==> src/rtl/helai_video_pkg.sv <==
// ---------------------------------------------------------------------------
// helai_video_pkg : shared state encoding and size defaults for the video path
// Revision: 1.0
// ---------------------------------------------------------------------------
`default_nettype none

package helai_video_pkg;

   localparam int c_DSIZE_DEFAULT = 24;
   localparam int c_CSIZE_DEFAULT = 12;

   typedef enum logic [0:0] {
      ST_IDLE   = 1'b0,
      ST_STREAM = 1'b1
   } state_t;

endpackage

`default_nettype wire

==> src/rtl/helai_fifo2axis_if.sv <==
// ---------------------------------------------------------------------------
// helai_fifo2axis_if : FIFO read side plus AXI4-Stream video master bundle
// Revision: 1.0
// ---------------------------------------------------------------------------
`default_nettype none

interface helai_fifo2axis_if #(
   parameter int DSIZE = 24
);
   logic [DSIZE-1:0] fifo_rdata;
   logic             fifo_rempty;
   logic             fifo_rinc;
   logic [DSIZE-1:0] m_axis_tdata;
   logic             m_axis_tvalid;
   logic             m_axis_tready;
   logic             m_axis_tuser;
   logic             m_axis_tlast;

   modport master (
      input  fifo_rdata, fifo_rempty, m_axis_tready,
      output fifo_rinc, m_axis_tdata, m_axis_tvalid, m_axis_tuser, m_axis_tlast
   );

   modport slave (
      output fifo_rdata, fifo_rempty, m_axis_tready,
      input  fifo_rinc, m_axis_tdata, m_axis_tvalid, m_axis_tuser, m_axis_tlast
   );
endinterface

`default_nettype wire

==> src/rtl/helai_axis_outreg.sv <==
// ---------------------------------------------------------------------------
// helai_axis_outreg : single-entry AXI-Stream output register (data/user/last)
// Revision: 1.0
// ---------------------------------------------------------------------------
`default_nettype none

module helai_axis_outreg #(
   parameter int DSIZE = 24
) (
   input  wire logic             clk,
   input  wire logic             rst,
   input  wire logic             i_load,
   input  wire logic [DSIZE-1:0] i_data,
   input  wire logic             i_user,
   input  wire logic             i_last,
   input  wire logic             i_ready,
   output logic      [DSIZE-1:0] o_data,
   output logic                  o_valid,
   output logic                  o_user,
   output logic                  o_last
);

   logic [DSIZE-1:0] r_data;
   logic             r_valid;
   logic             r_user;
   logic             r_last;

   always_ff @(posedge clk) begin
      if (rst) begin
         r_data  <= '0;
         r_valid <= 1'b0;
         r_user  <= 1'b0;
         r_last  <= 1'b0;
      end else if (i_load) begin
         r_data  <= i_data;
         r_user  <= i_user;
         r_last  <= i_last;
         r_valid <= 1'b1;
      end else if (r_valid && i_ready) begin
         r_valid <= 1'b0;
      end
   end

   assign o_data  = r_data;
   assign o_valid = r_valid;
   assign o_user  = r_user;
   assign o_last  = r_last;

endmodule

`default_nettype wire

==> src/rtl/helai_fifo2axis.sv <==
// ---------------------------------------------------------------------------
// helai_fifo2axis : streams FWFT FIFO pixels as AXI4-Stream video frames
// Revision: 1.0
// ---------------------------------------------------------------------------
`default_nettype none

module helai_fifo2axis
   import helai_video_pkg::*;
#(
   parameter int DSIZE = c_DSIZE_DEFAULT,
   parameter int CSIZE = c_CSIZE_DEFAULT
) (
   input  wire logic             clk,
   input  wire logic             rst,
   input  wire logic             enable,
   input  wire logic [CSIZE-1:0] h_active,
   input  wire logic [CSIZE-1:0] v_active,
   output logic                  frame_busy,
   output logic                  underflow,
   helai_fifo2axis_if.master     bus
);

   state_t           r_state;
   state_t           w_state_nxt;
   logic [CSIZE-1:0] r_x;
   logic [CSIZE-1:0] r_y;
   logic [CSIZE-1:0] r_h;
   logic [CSIZE-1:0] r_v;
   logic             r_underflow;

   logic             w_start;
   logic             w_slot_free;
   logic             w_load;
   logic             w_x_last;
   logic             w_y_last;
   logic             w_frame_end;
   logic [DSIZE-1:0] w_tdata;
   logic             w_tvalid;
   logic             w_tuser;
   logic             w_tlast;

   assign w_start     = enable && (h_active != '0) && (v_active != '0);
   assign w_slot_free = !w_tvalid || bus.m_axis_tready;
   assign w_load      = !rst && (r_state == ST_STREAM) && !bus.fifo_rempty && w_slot_free;
   assign w_x_last    = (r_x == r_h - CSIZE'(1));
   assign w_y_last    = (r_y == r_v - CSIZE'(1));
   assign w_frame_end = w_load && w_x_last && w_y_last;

   always_comb begin
      w_state_nxt = r_state;
      case (r_state)
         ST_IDLE:   if (w_start) w_state_nxt = ST_STREAM;
         // Back-to-back frames only when the next frame has a usable size.
         ST_STREAM: if (w_frame_end && !w_start) w_state_nxt = ST_IDLE;
         default:   w_state_nxt = ST_IDLE;
      endcase
   end

   always_ff @(posedge clk) begin
      if (rst) begin
         r_state     <= ST_IDLE;
         r_x         <= '0;
         r_y         <= '0;
         r_h         <= '0;
         r_v         <= '0;
         r_underflow <= 1'b0;
      end else begin
         r_state <= w_state_nxt;
         if ((r_state == ST_IDLE) && w_start) begin
            r_h <= h_active;
            r_v <= v_active;
            r_x <= '0;
            r_y <= '0;
         end else if (w_load) begin
            if (w_x_last) begin
               r_x <= '0;
               if (w_y_last) begin
                  r_y <= '0;
                  if (w_start) begin
                     r_h <= h_active;
                     r_v <= v_active;
                  end
               end else begin
                  r_y <= r_y + CSIZE'(1);
               end
            end else begin
               r_x <= r_x + CSIZE'(1);
            end
         end
         // Starvation only counts inside a line; waiting at x=0 is a legal gap.
         if ((r_state == ST_STREAM) && (r_x != '0) && bus.fifo_rempty && w_slot_free)
            r_underflow <= 1'b1;
      end
   end

   helai_axis_outreg #(
      .DSIZE (DSIZE)
   ) u_outreg (
      .clk     (clk),
      .rst     (rst),
      .i_load  (w_load),
      .i_data  (bus.fifo_rdata),
      .i_user  ((r_x == '0) && (r_y == '0)),
      .i_last  (w_x_last),
      .i_ready (bus.m_axis_tready),
      .o_data  (w_tdata),
      .o_valid (w_tvalid),
      .o_user  (w_tuser),
      .o_last  (w_tlast)
   );

   assign bus.fifo_rinc     = w_load;
   assign bus.m_axis_tdata  = w_tdata;
   assign bus.m_axis_tvalid = w_tvalid;
   assign bus.m_axis_tuser  = w_tuser;
   assign bus.m_axis_tlast  = w_tlast;
   assign frame_busy        = !rst && (r_state == ST_STREAM);
   assign underflow         = r_underflow;

endmodule

`default_nettype wire

==> src/flat_wrapper.sv <==
// flat-port wrapper written by rule: the top's interface ports become plain ports
module helai_fifo2axis_flat import helai_video_pkg::*;
#(
   parameter int DSIZE = c_DSIZE_DEFAULT,
   parameter int CSIZE = c_CSIZE_DEFAULT
)
  (clk, rst, enable, h_active, v_active, frame_busy, underflow, bus_fifo_rdata, bus_fifo_rempty, bus_m_axis_tready, bus_fifo_rinc, bus_m_axis_tdata, bus_m_axis_tvalid, bus_m_axis_tuser, bus_m_axis_tlast);
  helai_fifo2axis_if #(.DSIZE(DSIZE)) bus_i ();
  input  wire logic clk;
  input  wire logic rst;
  input  wire logic enable;
  input  wire logic [CSIZE-1:0] h_active;
  input  wire logic [CSIZE-1:0] v_active;
  output logic frame_busy;
  output logic underflow;
  input wire logic [$bits(bus_i.fifo_rdata)-1:0] bus_fifo_rdata;
  input wire logic [$bits(bus_i.fifo_rempty)-1:0] bus_fifo_rempty;
  input wire logic [$bits(bus_i.m_axis_tready)-1:0] bus_m_axis_tready;
  output wire logic [$bits(bus_i.fifo_rinc)-1:0] bus_fifo_rinc;
  output wire logic [$bits(bus_i.m_axis_tdata)-1:0] bus_m_axis_tdata;
  output wire logic [$bits(bus_i.m_axis_tvalid)-1:0] bus_m_axis_tvalid;
  output wire logic [$bits(bus_i.m_axis_tuser)-1:0] bus_m_axis_tuser;
  output wire logic [$bits(bus_i.m_axis_tlast)-1:0] bus_m_axis_tlast;
  assign bus_i.fifo_rdata = bus_fifo_rdata;
  assign bus_i.fifo_rempty = bus_fifo_rempty;
  assign bus_i.m_axis_tready = bus_m_axis_tready;
  assign bus_fifo_rinc = bus_i.fifo_rinc;
  assign bus_m_axis_tdata = bus_i.m_axis_tdata;
  assign bus_m_axis_tvalid = bus_i.m_axis_tvalid;
  assign bus_m_axis_tuser = bus_i.m_axis_tuser;
  assign bus_m_axis_tlast = bus_i.m_axis_tlast;
  helai_fifo2axis #(.DSIZE(DSIZE), .CSIZE(CSIZE)) u_core (.clk(clk), .rst(rst), .enable(enable), .h_active(h_active), .v_active(v_active), .frame_busy(frame_busy), .underflow(underflow), .bus(bus_i));
endmodule
==> config.mk <==
export PLATFORM = sky130hd
export DESIGN_NAME = helai_fifo2axis_flat
export DESIGN_NICKNAME = d
export VERILOG_FILES = /design/src/rtl/helai_video_pkg.sv /design/src/rtl/helai_fifo2axis_if.sv /design/src/rtl/helai_axis_outreg.sv /design/src/rtl/helai_fifo2axis.sv /design/src/flat_wrapper.sv
export SDC_FILE = /design/constraint.sdc
export NUM_CORES = 1
export LEC_CHECK = 0
export BUFFER_PORTS_ARGS = -buffer_cell sky130_fd_sc_hd__clkbuf_2
export CORE_MARGIN = 2
export CORE_UTILIZATION = 40
export CTS_BUF_LIST = sky130_fd_sc_hd__clkbuf_4 sky130_fd_sc_hd__clkbuf_8
export CTS_CLUSTER_SIZE = 24
export DETAILED_ROUTE_END_ITERATION = 8
export SLEW_MARGIN = 0
export SYNTH_ARGS = -nofsm -noshare
export SYNTH_HDL_FRONTEND = slang
export SYNTH_SLANG_ARGS = --single-unit
export TNS_END_PERCENT = 20
==> constraint.sdc <==
create_clock -name clk -period 2.8 [get_ports clk]
set_input_delay 0.56 -clock clk [delete_from_list [all_inputs] [get_ports clk]]
set_output_delay 0.56 -clock clk [all_outputs]
set_load 0.01 [all_outputs]
==> results.md, run 1 <==
* Status: completed
* Area of the die at 11500 um^2
* Total CTS buffers at 9
* Top delay family on crit path: simple AND/OR/NAND/NOR gates
* Number of global-route vias before repair at 3748
* CP peak stage delay at 0.53 ns
* GRT met1 Usage at 21.0%
* RePlAce Congestion at 0.856
* Clk sink count at 77
* NumNets Final at 656
* Final WL at 10.4 mm
* GRT overflow at 0
* Initial DRC count at 141
* Largest net degree at the start of global routing at 80
* Clock root cell: clkbuf_8
* Flops & latches, synth at 77
* Clock Path Buffers at 2
* Post-layout instance area at 5250 um^2
* Worst VDD drop at 0.290 mV
* Worst Hold Class: in -> reg
* Initial Utilization at 41.2%
* Crit path kind: reg -> reg
* Post-DR vias/cell at 5.13
* Detail Route Antenna Nets at 0
* Setup Skew at 0.0141 ns
* Slew @ Worst Pin at 0.627 ns
* Die H at 107 um
* Synth unique cells at 60
* CP Cell Sequence: inv_2, ha_4, xor2_1, nand4_1, or4_4, nor4_4, o2111ai_4, o31ai_4, clkbuf_16, mux2i_1
* Post-Syn Area at 4280 um^2
* Pre-antenna DRT Iters at 4
* Diode count at 0
* EDFF count, synth at 0
* Synthesized instance count at 508
* Routed vias at 3788
* GR peak layer: met2
* Min cycle time layout at 2.79 ns
* Place WS at -0.113 ns
* Slowest cell on crit path: or4_4
* Slack of the critical path at 0.00965 ns
* Seq/Total Area, Yosys at 36.1%
* Hpwl dp at 7.49 mm
* # setup viols final at 0
* RSZ-0062 raised after global routing: yes
* H-tree Lvls at 3
* First-pass GRT wire length at 17.0 mm
* Final slew viol count at 0
* Final period util at 99.7%
* # port buffers at 82
* CP bufs+invs at 2
* Die Width at 107 um
* Worst slew margin at 57.8%
* DRC violations left at 0
* Core area at 10400 um^2
* Finished Layout Cells at 738
* Final setup TNS at 0 ns
* Initial antenna violation count at 0
* GRT Util Overall at 18.2%
* Critical Path Fanout Max at 12
* Placed cells at 717
* IO Count at 83
* Peak Freq at 358 MHz
* Asr flop ratio synth at 0%
* Clk Latency, worst-skew pair at 0.35 ns
* Met2 Track Usage GR at 33.8%
* Worst EP required at 3.08 ns
* Final core utilization at 50.7%
* Syn_nets at 567
* # rows at 37
* Post-Syn Area per Cell at 8.42 um^2
* Met3 usage at 3.03%
* Worst EP arrival at 3.07 ns
* Crit path launch type: flop
* Ys Warns at 0
* Avg WL per Cell at 14.1 um
* # Max-Cap Violations at 0
* CP endpoint kind: flop
* Layout cells sized above 1 at 25.2%
* Leakage power at 2.06 nW
* CTS clk-pin slew, worst paths at 0.09 ns
* Final Hold Fails at 0
* Area after DPL at 4880 um^2
* Pwr dens at 486 nW/um^2
* Top FF cell, synth: dfxtp_1
* TritonCTS clock tree: built
* Fillers at 1007
* Area Growth Syn to Fin at 22.9%
## layer usage
layer | share of wire (%) | wire [um] | vias up
met3 | 1.6 | 165 | 12
met4 | 1.6 | 165 | 0
met5 | 0 | 0 | -
met2 | 53 | 5550 | 37
met1 | 43 | 4500 | 1806
li1 | - | - | 1933
## Yosys cell counts, types with 5 or more instances
library cell | instances | area (um^2)
nand2_1 | 67 | 251
xnor2_1 | 20 | 175
nor2_1 | 32 | 120
xor2_1 | 22 | 193
o31ai_1 | 9 | 67.6
or4_1 | 8 | 60.1
a21oi_1 | 46 | 230
nor4_1 | 13 | 81.3
nand4_1 | 5 | 31.3
dfxtp_1 | 77 | 1540
ha_1 | 6 | 75.1
o21ai_0 | 7 | 35.0
inv_1 | 15 | 56.3
clkbuf_1 | 21 | 78.8
nor3_1 | 9 | 45.0
nand2b_1 | 48 | 300
nand3_1 | 14 | 70.1
mux2i_1 | 24 | 240
a31oi_1 | 5 | 31.3
## worst paths after layout
kind                                     end  cells past startpoint                       start  slack, ns
hold / removal    u_core.u_outreg.o_data[14]                      3          bus_fifo_rdata[14]       0.43
hold reg to reg   u_core.u_outreg.o_data[18]                      2  u_core.u_outreg.o_data[18]       0.46
setup / recovery               u_core.r_v[1]                     10               u_core.r_h[0]       0.01
setup reg to reg               u_core.r_v[1]                     10               u_core.r_h[0]       0.01
## tightest hold or removal path, cell delays in order
cell	delay, ns
clkbuf_2	0.08
nand2_1	0.04
a21oi_1	0.05
## registers in the layout (all words and copies together), names as in the netlist
name	cells
u_core.r_h	12
u_core.u_outreg.o_data	24
u_core.u_outreg.o_last	1
u_core.r_state	1
u_core.r_y	12
u_core.r_v	12
u_core.r_x	12
u_core.u_outreg.o_user	1
u_core.u_outreg.o_valid	1
u_core.underflow	1
## repair_timing
item / CTS / global route
hold endpoints to repair: 0 / 0
cloned: 0 / 3
resized for setup: 3 / 10
hold buffers: 0 / 0
setup endpoints to repair: 8 / 47
buffers inserted: 0 / 2
pin swaps: 5 / 3
## report_power, final
group	internal [mW]	leakage, nW	switching [mW]
clock	0.533	0.117	0.439
combinational	0.202	1.31	0.213
sequential	1.13	0.626	0.0366
total	1.86	2.06	0.688
## stage by stage
| stage | hold slack [ns] | power (mW) |
|---|---|---|
| global route | 0.410 | 2.68 |
| floorplan | 0.449 | 1.45 |
| global placement | 0.442 | 1.57 |
| CTS | 0.413 | 2.56 |
| detailed placement | 0.450 | 1.58 |
| finish | 0.425 | 2.55 |
## logic make-up (layout without fill, tap and decap cells)
logic type,Yosys count,after routing,share of synthesized area (%)
muxes,25,25,5.88
adders and majority gates,6,6,1.76
buffers and inverters,47,141,5.30
AOI/OAI and AO/OA,83,83,12.9
and+or+nand+nor,228,228,29.5
xor gates and xnor gates,42,42,8.60
DFF,77,77,36.1
## placed cells by master, fill, tap and decap left out, drive strengths merged, types with 2 or more instances in the layout
master   netlist  layout
inv           15      17
a32oi          2       2
and3           3       3
nor4b          2       2
or3            3       3
ha             6       6
nor2          32      32
a31oi          5       5
mux2i         24      24
o21ai          7       7
xnor2         20      20
buf           10      24
nand2b        48      48
nand3b         3       3
bufinv         0       2
a21boi         2       2
o2111ai        2       2
or4b           2       2
nor3b          4       4
o31ai         10      10
nand4          5       5
xor2          22      22
nor4          15      15
nand2         67      67
nor2b          2       2
a21oi         46      46
clkbuf        21      95
or2b           2       2
dfxtp         77      77
clkinv         1       3
nor3          10      10
or4           10      10
nand3         14      14
## cell type report
class / count / area (um^2) / share of cell area, %
clock inverters: 6 / 91.3 / 1.74
flip-flops and latches: 77 / 1540 / 29.4
inverters: 16 / 60.1 / 1.14
repair buffers: 109 / 691 / 13.1
multi-input cells: 384 / 2560 / 48.7
clock buffers: 10 / 138 / 2.62
well taps: 136 / 170 / 3.24
Note: power is estimated with default switching activity, not from simulation.
==> run 2, diff against run 1 <==
--- a/config.mk
+++ b/config.mk
@@ -5,7 +5,7 @@
 export SDC_FILE = /design/constraint.sdc
 export NUM_CORES = 1
 export LEC_CHECK = 0
-export BUFFER_PORTS_ARGS = -buffer_cell sky130_fd_sc_hd__clkbuf_2
+export BUFFER_PORTS_ARGS = -buffer_cell sky130_fd_sc_hd__buf_2
 export CORE_MARGIN = 2
 export CORE_UTILIZATION = 40
 export CTS_BUF_LIST = sky130_fd_sc_hd__clkbuf_4 sky130_fd_sc_hd__clkbuf_8
==> run 2 against run 1 <==
Compared with the run above: utilization is 0.18 points higher; worst setup slack gained 0.0023 ns; cell area is 0.36% higher; sequential power hardly changed.
==> results.md, run 2 (synthesis gave the netlist of run 1 again) <==
* Largest net degree at the start of global routing at 80
* # Max-Cap Violations at 0
* Area Growth Syn to Fin at 23.3%
* Worst slew margin at 53.6%
* R2R setup slack at 0.01 ns
* RSZ-0062 raised after global routing: yes
* Crit path kind: reg -> reg
* # setup viols final at 0
* Initial antenna violation count at 0
* Sw Share at 27.6%
* Number of global-route vias before repair at 3525
* Peak Freq at 359 MHz
* Clk Latency, worst-skew pair at 0.35 ns
* Die H at 107 um
* Clk sink count at 77
* Detail Route Antenna Nets at 0
* R2r startpoint: u_core.r_h[1]
* Area of the die at 11500 um^2
* Diode count at 0
* Leakage power at 2.06 nW
* Initial DRC count at 135
* Core area at 10400 um^2
* Final WL at 10.3 mm
* Die Width at 107 um
* Initial Utilization at 41.2%
* First-pass GRT wire length at 16.1 mm
* Worst EP arrival at 3.07 ns
* Hold endpoint: u_core.u_outreg.o_data[2]
* Setup Skew at 0.00809 ns
* Most frequent cells in the layout: 82 x buf_2, 75 x dfxtp_1, 67 x nand2_1
* Worst EP required at 3.08 ns
* Final Hold Fails at 0
* Critical Path Fanout Max at 6
* Min cycle time layout at 2.79 ns
* NumNets Final at 654
* TritonCTS clock tree: built
* Pre-antenna DRT Iters at 6
* Slowest cell on crit path: or4_4
* P_int at 1.78 mW
* Finished Layout Cells at 736
* RePlAce Congestion at 0.872
* DRC violations left at 0
* Clock Path Buffers at 2
* P_sw at 677 uW
* Seq pwr share at 47.5%
* CTS clk-pin slew, worst paths at 0.08 ns
* Final period util at 99.6%
* Max reg flops at 24
* GRT Util Overall at 17.3%
* # port buffers at 82
* # rows at 37
* Top delay family on crit path: simple AND/OR/NAND/NOR gates
* Post-DR vias/cell at 5.10
* Post-layout instance area at 5270 um^2
* Layout cells sized above 1 at 26.2%
* R2R depth at 10
* Comb power frac at 17.0%
* Worst reg2reg endpoint: u_core.r_y[10]
* CP peak stage delay at 0.52 ns
* Routed vias at 3751
* CP endpoint kind: flop
* Clk pwr share at 35.5%
* Area after DPL at 4860 um^2
* Depth of the worst hold-timing path at 3
* Hpwl dp at 7.43 mm
* CP Cell Sequence: inv_2, ha_4, nor3b_4, xnor2_1, or4_4, nor4_4, o2111ai_4, clkbuf_16, or4b_1, a21oi_1
* Total CTS buffers at 9
* GRT overflow at 0
* IO Count at 83
* Crit path launch type: flop
* Placed cells at 715
* Worst Hold Class: in -> reg
* H-tree Lvls at 3
* Slew @ Worst Pin at 0.690 ns
* Hold_sp: bus_fifo_rdata[2]
* Worst VDD drop at 0.222 mV
* Clock root cell: clkbuf_8
* Pwr dens at 466 nW/um^2
* CP bufs+invs at 2
* Avg WL per Cell at 14.0 um
* Hold Buf Count CTS at 0
* Final slew viol count at 0
* Status: completed
* Most common cell after layout, fill and taps aside: buf_2
-- run 2: worst reg2reg max path: cells and delay by family (launching register included) --
kind | cells | cell delay (ns)
AO/OA/AOI/OAI | 2 | 0.37
XOR/XNOR | 1 | 0.09
adder cells (fa/ha/maj) | 1 | 0.14
buffers and inverters | 2 | 0.30
flip-flops | 1 | 0.33
AND/OR/NAND/NOR | 4 | 1.49
-- run 2: area by class of cell --
cell class | count | area [um^2]
Clock buffer | 11 | 145
Clock inverter | 5 | 60.1
Fill cell | 1023 | 5100
Inverter | 16 | 60.1
Multi-Input combinational cell | 384 | 2620
Sequential cell | 77 | 1540
Tap cell | 136 | 170
Timing Repair Buffer | 107 | 673
-- run 2: routing by layer --
| layer | track usage [%] | vias to the layer above | share of wire (%) |
|---|---|---|---|
| li1 | - | 1926 | - |
| met1 | 20.8 | 1770 | 45 |
| met2 | 31.3 | 42 | 51 |
| met3 | 3.27 | 13 | 2.0 |
| met4 | 5.40 | 0 | 1.3 |
| met5 | 0 | - | 0 |
-- run 2: per-stage QoR --
step	util [%]	TNS, ns	total power, mW	hold WS, ns	setup WS, ns
after global placement	46.9	-0.0819	1.57	0.439	-0.0273
after CTS	48.9	0	2.46	0.425	0.0141
after detailed placement	46.9	-0.453	1.58	0.443	-0.0685
after global routing	50.8	-0.442	2.58	0.431	-0.0928
final	50.8	0	2.46	0.443	0.0120
after floorplan	-	0	1.45	0.449	0.0452
-- run 2: repair_timing --
action	4_1_cts	5_1_grt
gates resized for setup	1	31
setup endpoints to repair	3	47
cloned	0	3
pin swaps	0	24
buffers inserted	0	2
-- run 2: power groups by stage --
stage	Clock, mW	Combinational [mW]	Sequential [mW]
after global placement	0	0.381	1.19
final	0.872	0.417	1.17
after CTS	0.899	0.393	1.16
after floorplan	0	0.264	1.19
after global routing	0.950	0.456	1.17
after detailed placement	0	0.390	1.19
-- run 2: how the worst max path moves through the flow --
| stage | startpoint | to | slack [ns] | depth (start not counted) |
|---|---|---|---|---|
| after floorplan | u_core.r_v[0] | u_core.r_h[10] | 0.05 | 11 |
| after global placement | rst | u_core.r_y[5] | -0.03 | 9 |
| after detailed placement | rst | u_core.r_y[9] | -0.07 | 9 |
| after global routing | u_core.r_h[4] | u_core.r_y[10] | -0.09 | 8 |
| final | u_core.r_h[1] | u_core.r_y[10] | 0.01 | 10 |
| after CTS | u_core.r_h[0] | u_core.r_y[9] | 0.01 | 10 |
